File: src/rtl/irq_pkg.sv
// irq_pkg: register map, FSM encoding and vector layout shared by the interrupt controller
package irq_pkg;
  localparam logic [1:0] IRQ_PENDING = 2'd0;
  localparam logic [1:0] IRQ_MASK = 2'd1;
  localparam logic [1:0] IRQ_VECTOR = 2'd2;
  localparam logic [1:0] IRQ_ACK = 2'd3;
  localparam int VEC_VALID_BIT = 31;
  typedef enum logic [1:0] {ST_IDLE, ST_ASSERT, ST_IN_SERVICE} irq_state_e;
endpackage

File: src/rtl/irq_if.sv
// irq_if: word-addressed register bus between the CPU side and the interrupt controller
interface irq_if;
  logic sel;
  logic [1:0] addr;
  logic mwe;
  logic mre;
  logic [31:0] wdata;
  logic [31:0] rdata;
  modport master(output sel, addr, mwe, mre, wdata, input rdata);
  modport slave(input sel, addr, mwe, mre, wdata, output rdata);
endinterface

File: src/rtl/irq_prio_enc.sv
// irq_prio_enc: combinational lowest-index-first priority encoder
module irq_prio_enc #(
  parameter int N_SRC = 8,
  parameter int IDX_W = $clog2(N_SRC)
) (
  input  logic [N_SRC-1:0] req,
  output logic [IDX_W-1:0] idx,
  output logic             valid
);
  always_comb begin
    idx = '0;
    for (int i = N_SRC - 1; i >= 0; i--) if (req[i]) idx = IDX_W'(i);
    valid = |req;
  end
endmodule

File: src/rtl/irq_controller.sv
// irq_controller: edge-latched, masked, fixed-priority interrupt controller with vector/ack handshake
module irq_controller
  import irq_pkg::*;
#(
  parameter int N_SRC = 8,
  parameter int IDX_W = $clog2(N_SRC)
) (
  input  logic             clk,
  input  logic             reset,
  irq_if.slave             bus,
  input  logic [N_SRC-1:0] irq_in,
  output logic             cpu_irq,
  output logic [N_SRC-1:0] ack_out
);
  irq_state_e state_q, state_d;
  logic [N_SRC-1:0] pending_q, pending_d, mask_q, mask_d, irq_q, ack_q, ack_d;
  logic [IDX_W-1:0] cur_idx_q, cur_idx_d, best;
  logic [31:0] rdata_q, rdata_d, vec;
  logic cpu_irq_q, cpu_irq_d, best_valid, wr, rd, ack_fire;
  logic [N_SRC-1:0] cur_onehot;
  irq_prio_enc #(.N_SRC(N_SRC), .IDX_W(IDX_W)) u_enc (
    .req  (pending_q & mask_q),
    .idx  (best),
    .valid(best_valid)
  );
  always_comb begin
    wr = bus.sel & bus.mwe;
    rd = bus.sel & bus.mre;
    cur_onehot = N_SRC'(1) << cur_idx_q;
    // upper wdata bits must be zero too, so an index >= N_SRC never matches
    ack_fire = wr && bus.addr == IRQ_ACK && state_q == ST_IN_SERVICE &&
               bus.wdata < 32'(N_SRC) && bus.wdata[IDX_W-1:0] == cur_idx_q;
    // new rising edges are OR-ed in last so a same-cycle set beats any clear
    pending_d = (pending_q & ~((wr && bus.addr == IRQ_PENDING ? bus.wdata[N_SRC-1:0] : '0) |
                               (ack_fire ? cur_onehot : '0))) | (irq_in & ~irq_q);
    mask_d = wr && bus.addr == IRQ_MASK ? bus.wdata[N_SRC-1:0] : mask_q;
    ack_d = ack_fire ? cur_onehot : '0;
    state_d = state_q;
    cur_idx_d = cur_idx_q;
    unique case (state_q)
      ST_IDLE: state_d = best_valid ? ST_ASSERT : ST_IDLE;
      ST_ASSERT: begin
        state_d = !best_valid ? ST_IDLE : (rd && bus.addr == IRQ_VECTOR) ? ST_IN_SERVICE : ST_ASSERT;
        cur_idx_d = state_d == ST_IN_SERVICE ? best : cur_idx_q;
      end
      ST_IN_SERVICE: state_d = ack_fire ? ST_IDLE : ST_IN_SERVICE;
      default: state_d = ST_IDLE;
    endcase
    cpu_irq_d = state_q == ST_ASSERT;
    vec = (state_q == ST_ASSERT && best_valid) ? ((32'(1) << VEC_VALID_BIT) | 32'(best)) :
          (state_q == ST_IN_SERVICE) ? ((32'(1) << VEC_VALID_BIT) | 32'(cur_idx_q)) : '0;
    rdata_d = !rd ? rdata_q :
              bus.addr == IRQ_PENDING ? 32'(pending_q) :
              bus.addr == IRQ_MASK ? 32'(mask_q) :
              bus.addr == IRQ_VECTOR ? vec : '0;
  end
  always_ff @(posedge clk) begin
    if (reset) begin
      state_q <= ST_IDLE;
      pending_q <= '0;
      mask_q <= '0;
      irq_q <= '0;
      ack_q <= '0;
      cur_idx_q <= '0;
      rdata_q <= '0;
      cpu_irq_q <= 1'b0;
    end else begin
      state_q <= state_d;
      pending_q <= pending_d;
      mask_q <= mask_d;
      irq_q <= irq_in;
      ack_q <= ack_d;
      cur_idx_q <= cur_idx_d;
      rdata_q <= rdata_d;
      cpu_irq_q <= cpu_irq_d;
    end
  end
  assign bus.rdata = rdata_q;
  assign cpu_irq = cpu_irq_q;
  assign ack_out = ack_q;
endmodule

File: src/flat_wrapper.sv
// flat-port wrapper written by rule: the top's interface ports become plain ports
module irq_controller_flat import irq_pkg::*;
#(
  parameter int N_SRC = 8,
  parameter int IDX_W = $clog2(N_SRC)
)
  (clk, reset, irq_in, cpu_irq, ack_out, bus_sel, bus_addr, bus_mwe, bus_mre, bus_wdata, bus_rdata);
  irq_if bus_i ();
  input  logic clk;
  input  logic reset;
  input  logic [N_SRC-1:0] irq_in;
  output logic cpu_irq;
  output logic [N_SRC-1:0] ack_out;
  input wire logic [$bits(bus_i.sel)-1:0] bus_sel;
  input wire logic [$bits(bus_i.addr)-1:0] bus_addr;
  input wire logic [$bits(bus_i.mwe)-1:0] bus_mwe;
  input wire logic [$bits(bus_i.mre)-1:0] bus_mre;
  input wire logic [$bits(bus_i.wdata)-1:0] bus_wdata;
  output wire logic [$bits(bus_i.rdata)-1:0] bus_rdata;
  assign bus_i.sel = bus_sel;
  assign bus_i.addr = bus_addr;
  assign bus_i.mwe = bus_mwe;
  assign bus_i.mre = bus_mre;
  assign bus_i.wdata = bus_wdata;
  assign bus_rdata = bus_i.rdata;
  irq_controller #(.N_SRC(N_SRC), .IDX_W(IDX_W)) u_core (.clk(clk), .reset(reset), .bus(bus_i), .irq_in(irq_in), .cpu_irq(cpu_irq), .ack_out(ack_out));
endmodule
File: config.mk
export PLATFORM = sky130hd
export DESIGN_NAME = irq_controller_flat
export DESIGN_NICKNAME = d
export VERILOG_FILES = /design/src/rtl/irq_pkg.sv /design/src/rtl/irq_if.sv /design/src/rtl/irq_prio_enc.sv /design/src/rtl/irq_controller.sv /design/src/flat_wrapper.sv
export SDC_FILE = /design/constraint.sdc
export NUM_CORES = 1
export LEC_CHECK = 0
export ABC_AREA = 1
export CAP_MARGIN = 20
export CORE_MARGIN = 2
export CORE_UTILIZATION = 45
export DETAILED_ROUTE_END_ITERATION = 7
export GPL_TIMING_DRIVEN = 0
export MAX_ROUTING_LAYER = met4
export PLACE_DENSITY = 0.8
export SYNTH_ARGS = -nofsm -noshare
export SYNTH_HDL_FRONTEND = slang
export SYNTH_SLANG_ARGS = --single-unit
File: constraint.sdc
create_clock -name clk -period 1.8 [get_ports clk]
set_clock_uncertainty 0.2 [all_clocks]
set_input_delay 0.36 -clock clk [delete_from_list [all_inputs] [get_ports clk]]
set_output_delay 0.36 -clock clk [all_outputs]
set_load 0.02 [all_outputs]
==> results.json, run 1 <==
{
  "syn_avg_cell_area_sq_um": 6.72,
  "die_w_um": 78.6,
  "start_util": 0.461,
  "critical-path-max-stage-delay_ps": 600,
  "crit_slowest_cell": "clkdlybuf4s50_1",
  "hold_slack_ps": 189,
  "status": "finished, final reports clean",
  "p_seq_frac": 0.514,
  "synth_cells": 373,
  "gr-usage-all-layers": 0.221,
  "dr.pass1.iters": 6,
  "leakagePower_nw": 1.83,
  "drt_iter0_markers": 136,
  "insertion_delay_ps": 300,
  "power.switching_mw": 0.606,
  "start_kind": "flop",
  "yosys.area.top_type_share": 0.375,
  "grt_pass1_wl_um": 10700,
  "cts.reportedPaths.clkPinSlew_ps": 80,
  "power_frac_comb": 0.182,
  "die_area_sq_um": 6190,
  "drc": 0,
  "cp_num_buf_inv": 1,
  "p_int_mw": 1.56,
  "max_slew_margin": 0.651,
  "syn2layout_area_growth_pct": 43.2,
  "yosysSeqAreaShare": 0.375,
  "synth_cell_types": 29,
  "cp.arrival_ps": 1210,
  "pre_cts_ws_ps": -491,
  "critical_path_required_ps": 1240,
  "ys_ff_latch": 47,
  "grt_overflow": 0,
  "hold_viol_final": 0,
  "tightestPinTransition_ps": 524,
  "ios": 88,
  "crit_chain": "clkdlybuf4s50_1",
  "grt_max_degree": 14,
  "ys_warn_count": 0,
  "num_rows": 27,
  "diodes": 0,
  "viasPerCell": 4.75,
  "die_y_um": 78.6,
  "slew_viol_final": 0,
  "antenna_found_initial": 0,
  "final_common_cell": "nand2_1",
  "period_share": 0.982,
  "pwr_density_cell_nw_per_um2": 604,
  "regArea_sq_um": 950,
  "end_kind": "output pin",
  "numClockSinks": 47,
  "cts_tree": "built",
  "fillers": 500,
  "hpwl_um": 5020,
  "finalSetupTns_ps": 0,
  "syn_area_sq_um": 2510,
  "maxCapViolations": 0,
  "worstSetupPathType": "flop to output pin",
  "final_cell_mix": "nand2_1 (81), inv_1 (51), dfxtp_1 (42), nor2_1 (39), buf_4 (35)",
  "crit_family": "buffers and inverters",
  "cts_max_level": 2,
  "yosys.area.top_type": "dfxtp_1",
  "layout_min_cycle_time_ps": 1770,
  "numPortBuffers": 64,
  "ys_top_cells_by_area": "dfxtp_1 (38%), nand2_1 (13%), inv_1 (8.7%)",
  "layout-drive-gt1-share": 0.239,
  "fmax_mhz": 566,
  "gp_congestion": 0.852,
  "worstPathMaxFanout": 1,
  "grt_pass1_vias": 2382,
  "multiInputGateArea_sq_um": 1270,
  "cts_root_buffer": "clkbuf_8",
  "wl_per_cell_um": 11.9,
  "fin_ws_ps": 32.3,
  "power_frac_clock": 0.303,
  "fp.coreArea_sq_um": 5440,
  "ant_nets": 0,
  "cts_max_path_buffers": 2,
  "finalSetupViolCount": 0,
  "cts_buffers": 5,
  "hold_class": "primary input to flop",
  "switching_share": 0.279,
  "irDropWorstVdd_uv": 527,
  "nets": 524,
  "vias": 2610,
  "wirelength_um": 6560
}
state kept, by name, summed over array words and instances (netlist names):
name and flops:
u_core.cur_idx_q 3, u_core.pending_q 8, u_core.cpu_irq 1, u_core.irq_q 8
u_core.mask_q 8, u_core.state_q 2, u_core.ack_out 8, u_core.bus.rdata 9
layer usage:
layer | vias up | global-route usage | wire, um
met5 | - | - | 0
met4 | 0 | 0.0719 | 106
met3 | 12 | 0.0437 | 357
met2 | 77 | 0.374 | 3320
met1 | 1184 | 0.265 | 2780
li1 | 1337 | - | -
kinds of logic (layout without fill, tap and decap cells):
kind of cell	Yosys count	count (layout)	share of synthesized area
xor gates and xnor gates	1	1	0.00349
buffers and inverters	104	186	0.191
AOI/OAI and AO/OA	42	42	0.0973
and+or+nand+nor	178	178	0.331
DFF	47	47	0.375
other	1	23	0.00150
cell type report:
cell class,instances,share of cell area
multi-input cells,244,0.353
inverters,74,0.0774
well taps,72,0.0251
clock inverters,1,0.00139
plain buffers,29,0.0572
flip-flops and latches,47,0.265
clock buffers,6,0.0230
repair buffers,76,0.199
cells in the mapped netlist:
library cell / instances
nand2_1: 87
inv_1: 58
dfxtp_1: 47
nor2_1: 45
buf_4: 23
inv_2: 16
nand4_1: 15
a21oi_1: 13
o21ai_1: 11
nand3_1: 10
nor4_2: 9
o21ai_0: 6
nor3_1: 5
o221ai_1: 4
a31oi_1: 3
clkbuf_1: 3
nor4_1: 3
buf_1: 2
buf_2: 2
nor2_4: 2
a2111oi_0: 1
a211oi_1: 1
a31o_1: 1
a41oi_1: 1
conb_1: 1
nand2_2: 1
nor2_2: 1
o22ai_1: 1
xor2_1: 1
final timing paths:
kind,to,cells past startpoint,slack [ps],start
worst min-delay path,u_core.mask_q[7],3,190,bus_wdata[7]
worst max register to register,u_core.pending_q[4],8,60,u_core.state_q[0]
worst min register to register,u_core.pending_q[5],3,250,u_core.irq_q[5]
worst max-delay path,ack_out[2],1,30,u_core.ack_out[2]
through the flow:
stage / area [sq um] / util / std cells / power (mW)
global route: 3590 / 0.660 / 549 / 2.26
global placement: 3320 / 0.611 / 531 / 1.53
finish: 3590 / 0.660 / 549 / 2.17
detailed placement: 3320 / 0.611 / 531 / 1.54
floorplan: 2590 / - / 395 / 1.36
CTS: 3480 / 0.640 / 548 / 2.15
power groups by stage:
stage	registers, mW	clock network (mW)	logic, mW
floorplan	1.14	0	0.216
global placement	1.14	0	0.390
detailed placement	1.14	0	0.395
CTS	1.11	0.654	0.381
global route	1.12	0.707	0.435
finish	1.12	0.658	0.395
timing repair:
| action | CTS | global route |
|---|---|---|
| setup endpoints to repair | 31 | 25 |
| pin swaps | 22 | 26 |
| cloned | 0 | 0 |
| gates resized for setup | 47 | 70 |
| setup buffers | 10 | 2 |
| hold buffers | 0 | 0 |
(Power assumes the default switching activity.)
==> run 2: changes to the inputs <==
--- a/config.mk
+++ b/config.mk
@@ -13,6 +13,7 @@
 export GPL_TIMING_DRIVEN = 0
 export MAX_ROUTING_LAYER = met4
 export PLACE_DENSITY = 0.8
+export RECOVER_POWER = 25
 export SYNTH_ARGS = -nofsm -noshare
 export SYNTH_HDL_FRONTEND = slang
 export SYNTH_SLANG_ARGS = --single-unit
==> run 2 against run 1 <==
Power fell by 0.17%. Flip-flop and latch count did not move. Die area did not move. Maximum frequency fell by 0.20%. Largest cell class unchanged.
==> results.json, run 2 (synthesized netlist as in run 1, its figures left out) <==
{
  "layout-drive-gt1-share": 0.237,
  "hold_class": "primary input to flop",
  "finalPower_mw": 2.16,
  "period_share": 0.984,
  "wl_per_cell_um": 11.9,
  "cts_root_buffer": "clkbuf_8",
  "crit_slowest_cell": "clkdlybuf4s50_1",
  "largest_register_ffs": 9,
  "drt_iter0_markers": 127,
  "maxCapViolations": 0,
  "pre_cts_ws_ps": -491,
  "gr-usage-all-layers": 0.221,
  "critical_path_required_ps": 1240,
  "dr.pass1.iters": 4,
  "die_w_um": 78.6,
  "vias": 2597,
  "hpwl_um": 5020,
  "max_slew_margin": 0.649,
  "ios": 88,
  "layout_min_cycle_time_ps": 1770,
  "syn2layout_area_growth_pct": 42.1,
  "cp_num_buf_inv": 1,
  "slew_viol_final": 0,
  "drc": 0,
  "leakagePower_nw": 1.77,
  "fmax_mhz": 565,
  "die_area_sq_um": 6190,
  "cts_buffers": 5,
  "numPortBuffers": 64,
  "grt_overflow": 0,
  "worstSetupPathType": "flop to output pin",
  "insertion_delay_ps": 310,
  "hold_viol_final": 0,
  "final_cell_mix": "nand2_1 (81), inv_1 (52), dfxtp_1 (42), nor2_1 (39), buf_4 (35)",
  "cts_hold_buf": 0,
  "diodes": 0,
  "nets": 524,
  "ant_nets": 0,
  "tightestPinTransition_ps": 527,
  "final_common_cell": "nand2_1",
  "cp.arrival_ps": 1210,
  "fillers": 509,
  "pwr_density_cell_nw_per_um2": 607,
  "crit_family": "buffers and inverters",
  "die_y_um": 78.6,
  "worstPathMaxFanout": 1,
  "grt_max_degree": 14,
  "viasPerCell": 4.73,
  "end_kind": "output pin",
  "grt_pass1_vias": 2382,
  "grt_pass1_wl_um": 10700,
  "finalSetupTns_ps": 0,
  "cts_tree": "built",
  "status": "finished, final reports clean",
  "fp.coreArea_sq_um": 5440,
  "cts.reportedPaths.clkPinSlew_ps": 80,
  "start_kind": "flop",
  "numClockSinks": 47,
  "cts_max_path_buffers": 2,
  "crit_chain": "clkdlybuf4s50_1",
  "antenna_found_initial": 0,
  "irDropWorstVdd_uv": 514,
  "num_rows": 27,
  "fin_ws_ps": 28.8,
  "finalSetupViolCount": 0,
  "wirelength_um": 6560,
  "cts_max_level": 2,
  "gp_congestion": 0.852,
  "start_util": 0.461,
  "critical-path-max-stage-delay_ps": 600
}
run 2: stage by stage:
| stage | hold WS [ps] | instance area (sq um) | std cells | util |
|---|---|---|---|---|
| after floorplan | 227 | 2590 | 395 | - |
| after global placement | 243 | 3320 | 531 | 0.611 |
| after detailed placement | 244 | 3320 | 531 | 0.611 |
| after CTS | 260 | 3480 | 548 | 0.640 |
| after global routing | 196 | 3560 | 549 | 0.655 |
| final | 186 | 3560 | 549 | 0.655 |
run 2: path summary, 6_finish.rpt:
check	end	depth (start not counted)	slack [ps]	startpoint
hold reg to reg	u_core.state_q[0]	1	250	u_core.state_q[1]
setup reg to reg	u_core.pending_q[4]	8	70	u_core.state_q[0]
hold / removal	u_core.mask_q[7]	3	190	bus_wdata[7]
setup / recovery	ack_out[2]	1	30	u_core.ack_out[2]
run 2: power breakdown:
group          leakage (nW)  internal (mW)  switching (mW)
registers             0.388           1.08          0.0302
clock network        0.0470          0.302           0.354
logic                  1.33          0.174           0.219
run 2: cell type report:
cell class	count	area [sq um]	share of cell area
plain buffers	29	205	0.0576
clock buffers	6	82.6	0.0232
clock inverters	1	5.00	0.00140
inverters	74	278	0.0779
multi-input cells	244	1270	0.355
flip-flops and latches	47	950	0.267
well taps	72	90.1	0.0253
repair buffers	76	687	0.193
run 2: per-layer routing:
metal,track usage,wire (um),share of wire,vias up
met2,0.374,3310,0.50,65
met1,0.265,2800,0.43,1181
li1,-,-,-,1338
met5,-,0,0,-
met3,0.0437,332,0.051,13
met4,0.0719,119,0.018,0
run 2: what timing repair did:
item	CTS	global route
setup endpoints to repair	31	25
buffers inserted	10	2
pin swaps	22	26
gates resized for setup	47	70
==> run 3: changes to the inputs <==
--- a/config.mk
+++ b/config.mk
@@ -12,8 +12,9 @@
 export DETAILED_ROUTE_END_ITERATION = 7
 export GPL_TIMING_DRIVEN = 0
 export MAX_ROUTING_LAYER = met4
-export PLACE_DENSITY = 0.8
+export PLACE_DENSITY = 0.79
 export RECOVER_POWER = 25
 export SYNTH_ARGS = -nofsm -noshare
 export SYNTH_HDL_FRONTEND = slang
+export SYNTH_HIERARCHICAL = 1
 export SYNTH_SLANG_ARGS = --single-unit
==> run 3 against run 2 <==
Global-route usage about the same. Setup slack worse by 19 ps. Hold slack better by 11 ps. Final area rose by 2.1%. Synthesized cell count up 5.6%.
==> results.json, run 3 <==
{
  "yosys.area.top_type_share": 0.355,
  "syn2layout_area_growth_pct": 37.1,
  "synth_cells": 394,
  "hpwl_um": 5140,
  "pwr_density_cell_nw_per_um2": 634,
  "final_cell_mix": "nand2_1 (80), nor2_1 (51), inv_1 (45), clkdlybuf4s50_1 (40), dfxtp_1 (35)",
  "fp.coreArea_sq_um": 5610,
  "vias": 2627,
  "ys_warn_count": 6,
  "start_kind": "flop",
  "synth_common_cells": "nand2_1 (84), nor2_1 (56), inv_1 (51)",
  "diodes": 0,
  "synth_edf_count": 0,
  "grt_max_degree": 14,
  "start_util": 0.473,
  "worstPathMaxFanout": 5,
  "nets": 537,
  "cts.reportedPaths.clkPinSlew_ps": 90,
  "slew_viol_final": 0,
  "grt_pass1_vias": 2482,
  "status": "finished, final reports clean",
  "hold_viol_final": 0,
  "irDropWorstVdd_uv": 408,
  "die_w_um": 80.8,
  "dr.pass1.iters": 5,
  "synth_cell_types": 31,
  "wirelength_um": 6730,
  "r2r_end": "u_core/cur_idx_q[1]",
  "yosysMostFrequentCell": "nand2_1",
  "die_y_um": 80.8,
  "rrSetupSlack_ps": 10,
  "worstSetupPathType": "flop to flop",
  "grt_overflow": 0,
  "gp_congestion": 0.915,
  "whs_endpoint": "u_core/mask_q[1]",
  "fillers": 513,
  "numClockSinks": 47,
  "leakagePower_nw": 1.81,
  "end_kind": "flop",
  "viasPerCell": 4.67,
  "cts_buffers": 5,
  "numPortBuffers": 63,
  "largest_register_ffs": 9,
  "final_common_cell": "nand2_1",
  "hold_slack_ps": 198,
  "num_rows": 27,
  "ys_ff_latch": 47,
  "cts_root_buffer": "clkbuf_8",
  "gr-usage-all-layers": 0.221,
  "critical_path_required_ps": 1830,
  "cts_hold_buf": 0,
  "period_share": 0.994,
  "cts_max_level": 2,
  "die_area_sq_um": 6530,
  "fmax_mhz": 559,
  "syn_area_sq_um": 2650,
  "syn_avg_cell_area_sq_um": 6.74,
  "hold_depth": 3,
  "drt_iter0_markers": 205,
  "ys_top_cells_by_area": "dfxtp_1 (35%), nand2_1 (12%), nor2_1 (7.9%)",
  "antenna_found_initial": 0,
  "grt_pass1_wl_um": 10800,
  "cts_tree": "built",
  "ios": 88,
  "finalSetupViolCount": 0,
  "ys.flop_type": "dfxtp_1",
  "crit-reg2reg-launch": "u_core/mask_q[0]",
  "hold_class": "primary input to flop",
  "yosys.area.top_type": "dfxtp_1",
  "yosysSeqAreaShare": 0.355,
  "worstHoldStart": "bus_wdata[1]",
  "worstRegToRegCells": 11,
  "maxCapViolations": 0,
  "cts_max_path_buffers": 2,
  "finalPower_mw": 2.31,
  "layout_min_cycle_time_ps": 1790,
  "cp.arrival_ps": 1820,
  "wl_per_cell_um": 12.0,
  "insertion_delay_ps": 300,
  "drc": 0,
  "layout-drive-gt1-share": 0.224,
  "async_flop_share": 0,
  "ant_nets": 0
}
## run 3: routing by layer
metal / global-route usage / part of all wire
met1: 0.269 / 0.43
met2: 0.376 / 0.50
met3: 0.0367 / 0.066
met4: 0.0695 / 0.012
met5: - / 0
## run 3: area by class of cell
class                           instances  area [sq um]  area share
Multi-Input combinational cell        271          1410       0.389
Sequential cell                        47           958       0.263
Timing Repair Buffer                   67           604       0.166
Inverter                               68           263      0.0722
Buffer                                 30           206      0.0567
Tap cell                               72          90.1      0.0248
Clock buffer                            6          72.6      0.0199
Clock inverter                          1          30.0     0.00825
## run 3: cell families (layout without fill, tap and decap cells)
group / count (synthesis) / in the layout / synth area share
flip-flops: 47 / 47 / 0.355
AND/OR/NAND/NOR: 209 / 209 / 0.384
other: 1 / 23 / 0.00141
buffers and inverters: 98 / 172 / 0.176
AO/OA/AOI/OAI: 39 / 39 / 0.0839
## run 3: power breakdown
group	total [mW]	leakage, nW	internal (mW)	switching [mW]
clock network	0.744	0.0513	0.407	0.337
logic	0.437	1.37	0.203	0.234
registers	1.13	0.389	1.09	0.0371
## run 3: worst max path at each step
stage | from | endpoint | slack [ps]
6_report | u_core/mask_q[0] | u_core/cur_idx_q[1] | 10
4_1_cts | u_core/bus.rdata[3] | bus_rdata[3] | 6
2_1_floorplan | u_core/pending_q[0] | u_core/cur_idx_q[2] | 240
3_5_place_dp | bus_wdata[4] | u_core/pending_q[5] | -330
3_3_place_gp | bus_wdata[4] | u_core/pending_q[5] | -340
5_1_grt | u_core/pending_q[2] | u_core/cur_idx_q[2] | -50
## run 3: worst max-delay path, cell delays in order, from the launching register on
cell and delay (ps):
dfxtp_1 370, nand2_2 60, inv_2 60, inv_1 50, nand4_1 130, inv_1 70
nand2_2 60, inv_2 40, nor2_4 200, nand3_2 100, or2_0 240, a21oi_1 120
## run 3: stage by stage
step / cell area, sq um / TNS (ps) / worst slack (ps) / util / instances
6_report: 3640 / 0 / 10.1 / 0.649 / 562
5_1_grt: 3640 / -202 / -50.3 / 0.649 / 562
4_1_cts: 3560 / 0 / 5.56 / 0.634 / 558
3_5_place_dp: 3460 / -8670 / -329 / 0.616 / 551
3_3_place_gp: 3460 / -8290 / -338 / 0.616 / 551
2_1_floorplan: 2740 / 0 / 238 / - / 416
## run 3: timing repair
item / 4_1_cts / 5_1_grt
cloned: 0 / 0
pin swaps: 0 / 15
gates resized for setup: 9 / 61
endpoints found under the setup margin: 13 / 41
buffers inserted: 0 / 4
